`src/rtl/div_pkg.sv`:
```
// Shared types and constants for the sequential restoring divider.
package div_pkg;

  localparam int DIV_WIDTH = 32;
  localparam int DIV_STEPS = 32;

  typedef enum logic {IDLE, RUN} div_state_t;

endpackage

```
`src/rtl/div_step.sv`:
```
// One restoring-division step: shift in the next dividend bit, subtract the divisor if it fits.
module div_step #(
  parameter int WIDTH = 32
) (
  input  logic [WIDTH:0]   rem_i,
  input  logic             bit_i,
  input  logic [WIDTH-1:0] div_i,
  output logic [WIDTH:0]   rem_o,
  output logic             q_o
);

  logic [WIDTH:0] shifted;
  logic [WIDTH:0] diff;

  always_comb begin
    shifted = {rem_i[WIDTH-1:0], bit_i};
    diff    = shifted - {1'b0, div_i};
    q_o     = (shifted >= {1'b0, div_i});
    rem_o   = q_o ? diff : shifted;
  end

endmodule

```
`src/rtl/div32x32.sv`:
```
// Sequential unsigned divider: one quotient bit per clock, results 32 clocks after start is taken.
module div32x32
  import div_pkg::*;
#(
  parameter int WIDTH = DIV_WIDTH
) (
  input  logic             clk,
  input  logic             reset,
  input  logic             start,
  input  logic [WIDTH-1:0] a,
  input  logic [WIDTH-1:0] b,
  output logic             busy,
  output logic             done,
  output logic [WIDTH-1:0] quotient,
  output logic [WIDTH-1:0] remainder
);

  // Handshake: start is taken only in IDLE (busy=0); a and b are captured on that edge.
  // busy stays high for the whole run, done pulses one cycle when quotient/remainder update.

  localparam int CW = $clog2(WIDTH);
  localparam logic [CW-1:0] LAST_STEP = CW'(WIDTH - 1);

  div_state_t       state_q, state_d;
  logic [CW-1:0]    cnt_q, cnt_d;
  logic [WIDTH-1:0] div_q, div_d;
  logic [WIDTH-1:0] dq_q, dq_d;
  logic [WIDTH:0]   r_q, r_d;
  logic [WIDTH-1:0] quo_q, quo_d;
  logic [WIDTH-1:0] rem_q, rem_d;
  logic             busy_q, busy_d;
  logic             done_q, done_d;

  logic [WIDTH:0]   step_rem;
  logic             step_bit;

  div_step #(.WIDTH(WIDTH)) u_step (
    .rem_i (r_q),
    .bit_i (dq_q[WIDTH-1]),
    .div_i (div_q),
    .rem_o (step_rem),
    .q_o   (step_bit)
  );

  always_comb begin
    state_d = state_q;
    cnt_d   = cnt_q;
    div_d   = div_q;
    dq_d    = dq_q;
    r_d     = r_q;
    quo_d   = quo_q;
    rem_d   = rem_q;
    done_d  = 1'b0;
    case (state_q)
      IDLE: begin
        if (start) begin
          state_d = RUN;
          div_d   = b;
          dq_d    = a;
          r_d     = '0;
          cnt_d   = '0;
        end
      end
      RUN: begin
        r_d   = step_rem;
        dq_d  = {dq_q[WIDTH-2:0], step_bit};
        cnt_d = cnt_q + 1'b1;
        // Final step writes the visible results directly from the step outputs.
        if (cnt_q == LAST_STEP) begin
          state_d = IDLE;
          quo_d   = {dq_q[WIDTH-2:0], step_bit};
          rem_d   = step_rem[WIDTH-1:0];
          done_d  = 1'b1;
        end
      end
      default: state_d = IDLE;
    endcase
    busy_d = (state_d == RUN);
  end

  always_ff @(posedge clk) begin
    if (reset) begin
      state_q <= IDLE;
      cnt_q   <= '0;
      div_q   <= '0;
      dq_q    <= '0;
      r_q     <= '0;
      quo_q   <= '0;
      rem_q   <= '0;
      busy_q  <= 1'b0;
      done_q  <= 1'b0;
    end else begin
      state_q <= state_d;
      cnt_q   <= cnt_d;
      div_q   <= div_d;
      dq_q    <= dq_d;
      r_q     <= r_d;
      quo_q   <= quo_d;
      rem_q   <= rem_d;
      busy_q  <= busy_d;
      done_q  <= done_d;
    end
  end

  assign busy      = busy_q;
  assign done      = done_q;
  assign quotient  = quo_q;
  assign remainder = rem_q;

endmodule
```
`config.mk`:
```
export PLATFORM = sky130hd
export DESIGN_NAME = div32x32
export DESIGN_NICKNAME = d
export VERILOG_FILES = /design/src/rtl/div_pkg.sv /design/src/rtl/div_step.sv /design/src/rtl/div32x32.sv
export SDC_FILE = /design/constraint.sdc
export NUM_CORES = 1
export LEC_CHECK = 0
export BUFFER_PORTS_ARGS = -buffer_cell sky130_fd_sc_hd__buf_2
export CORE_MARGIN = 5
export CORE_UTILIZATION = 63
export CTS_BUF_LIST = sky130_fd_sc_hd__clkbuf_4 sky130_fd_sc_hd__clkbuf_8
export DETAILED_ROUTE_END_ITERATION = 8
export PLACE_DENSITY = 0.87
export SLEW_MARGIN = 20
export SYNTH_ARGS = -nofsm -noshare
export SYNTH_HDL_FRONTEND = slang
export SYNTH_SLANG_ARGS = --single-unit
```
`constraint.sdc`:
```
create_clock -name clk -period 3.55 [get_ports clk]
set_input_delay 0.355 -clock clk [delete_from_list [all_inputs] [get_ports clk]]
set_output_delay 0.355 -clock clk [all_outputs]
set_load 0.1 [all_outputs]
```
==> summary.txt <==
largest net degree at the start of global routing: 45
MaxCap Viol Count: 0
starting DRC count in detailed routing: 408
flops & latches, synth: 167
fin crit period: 3042 ps
Final Skew: 16.15 ps
Peak Freq: 328.8 MHz
placer's final routability congestion estimate: 0.9394
Antenna Violating Nets Remaining: 0
Yosys cell types: 55
total power: 6642 uW
DR WL met3: 1.655 mm
Worst EP arrival: 3360 ps
worst slew pin tran: 1024 ps
# IOs: 133
kind of critical path: flip-flop to flip-flop
TritonCTS Buffers: 17
Area Overhead vs Synth: 14.20%
status: finished clean
DP HPWL: 13.80 mm
Die Area: 15,080 um^2
vias post-DR: 7,115
DRC: 0
Cell Area, Synth: 8019 um^2
Mapped Cells: 977
initial antenna violation count: 1
CTS-repair resized insts: 0
core footprint: 12,570 um^2
Slew Limit Fails: 0
RSZ-0062 raised after global routing: false
Mapped Nets: 1,079
final worst slack: 508.3 ps
clock slew at reported path FFs: 90 ps
ratio of cells with drive above 1 in the final layout: 18.70%
Post-synth EDFFs: 0
CTS tree: built
yosys warns: 0
GR Overflow Total: 0
endpoints failing setup: 0
CTS Buffer Depth: 2
Filler Cell Count: 981
final std cells w/o fill: 1,263
Crit Path Max Fanout: 21
Setup crit start kind: flip-flop
synthesized area per cell: 8.208 um^2
Seq/Total Area, Yosys: 41.69%
initial core utilization: 63.80%
worst-skew pair later-pin latency: 460 ps
worst hold path type: primary input to flip-flop
# hold bufs at CTS: 0
fin crit share: 85.68%
first-pass GRT wire length: 32.63 mm
Critical Path End Type: flip-flop
pre-CTS WS: 564.4 ps
leakage: 0.004033 uW
antenna fix cells: 0
CTS root buffer: clkbuf_8
height of the die: 122.8 um
IR drop worst, VDD: 355.6 uV
Std-Cell Rows: 41
Total GRT Usage: 26.96%
die width: 122.8 um
post-CTS setup buffer count: 0
drt wl/cell: 15.45 um
Nets: 1,180
Final Hold Fails: 0
Main synth FF type: dfxtp_1
first drt pass iteration count: 5
Placed Cells: 1,231
drt total wl: 19.51 mm
clk sinks: 167
Sum Neg Setup Slack: 0 ps
async set-reset flop share out of synthesis: 0%
H-tree Lvls: 4
number of global-route vias before repair: 7,106
uppermost routed layer: met5
WL met2: 9.261 mm
data required time of the worst path: 3870 ps
Avg Vias per Cell: 5.633
port bufs: 132
Pwr Density: 725.3 nW/um^2
wl on met1: 8.153 mm
Rel. slew slack: 31.34%
[placed cells by master (no fill, tap or decap), types with 6 or more instances in the layout]
cell type	count
dfxtp_1	166
a31oi_1	6
xor2_1	8
nand4_1	11
a21oi_1	98
nand3_1	16
buf_4	10
o21ai_0	34
o21ai_2	10
clkbuf_8	19
nand2_1	162
ha_1	34
xnor2_1	20
inv_1	37
mux2i_1	48
nor3_1	7
o21a_1	6
buf_2	132
a21o_1	10
nand2b_1	7
nor2b_1	9
a22o_1	36
nor2_1	90
o21ai_1	47
[final timing paths]
check | from | endpoint | slack [ps] | depth (start not counted)
worst max-delay path | div_q[4] | r_q[26] | 510 | 11
worst min-delay path | b[17] | div_q[17] | 130 | 3
worst max register to register | div_q[4] | r_q[26] | 510 | 11
worst min register to register | remainder[11] | remainder[11] | 450 | 2
[per-layer routing]
layer	global-route usage, %	vias up
met4	11.83	2
met3	7.742	39
met5	0	-
met2	45.17	246
met1	32.13	3251
li1	-	3577
[stage by stage]
step                      cell area [um^2]  utilization (%)  hold slack (ps)
after CTS                             9158            72.86            96.27
after detailed placement              8752            69.64            437.9
after floorplan                       8019                -            436.3
final                                 9158            72.86            127.8
after global routing                  9158            72.86            111.0
after global placement                8752            69.64            433.0
[sequential cells by signal, summed over array words and instances, names as in the netlist]
name and flops:
div_q 32, cnt_q 5, dq_q 32, r_q 32, quotient 32, busy 1, remainder 32, done 1
[cell usage after synthesis, types with 6 or more instances]
cell type,count,share of area [%]
dfxtp_1,167,42
clkbuf_1,41,1.9
nand4_1,11,0.86
nand2b_1,7,0.55
nor3_1,8,0.50
mux2i_1,48,6.0
a31oi_1,6,0.47
a21o_1,10,0.94
inv_1,37,1.7
o21ai_2,10,1.1
o21a_1,7,0.66
ha_1,34,5.3
nor2b_1,9,0.70
o21ai_1,47,2.9
xnor2_1,20,2.2
nand3_1,16,1.0
o21ai_0,34,2.1
a21oi_1,99,6.2
buf_1,11,0.51
a22o_1,36,3.9
nor2_1,91,4.3
nand2_1,162,7.6
xor2_1,8,0.87
[final cells by class]
cell class              count  area (um^2)  share of cell area (%)
multi-input cells         710         4274                   46.67
flip-flops and latches    167         3344                   36.52
well taps                 172        215.2                   2.350
clock inverters            10        121.4                   1.325
inverters                  38        142.6                   1.558
repair buffers            144        775.7                   8.471
clock buffers              22        284.0                   3.102
[cells by family after synthesis]
family | share of synthesized area [%]
XOR/XNOR | 3.058
adder cells (fa/ha/maj) | 5.555
AO/OA/AOI/OAI | 21.36
flip-flops | 41.69
multiplexers | 6.132
buffers and inverters | 5.258
AND/OR/NAND/NOR | 16.94
[report_power, final]
group          switching (uW)  leakage, uW  internal, uW  total, uW
combinational            1850      0.00248          1300       3160
sequential                117      0.00136          2000       2120
clock                     677     0.000196           688       1370
[critical path, stage by stage, from the launching register on]
cell and delay, ps:
dfxtp_1 340, inv_1 50, ha_1 350, nand2_1 120, a211o_1 290, a211oi_2 270, o211ai_1 150, nand2_2 140
o21a_2 500, buf_4 340, mux2i_1 280, o21ai_1 80
Power figures use the tool's default switching activity.
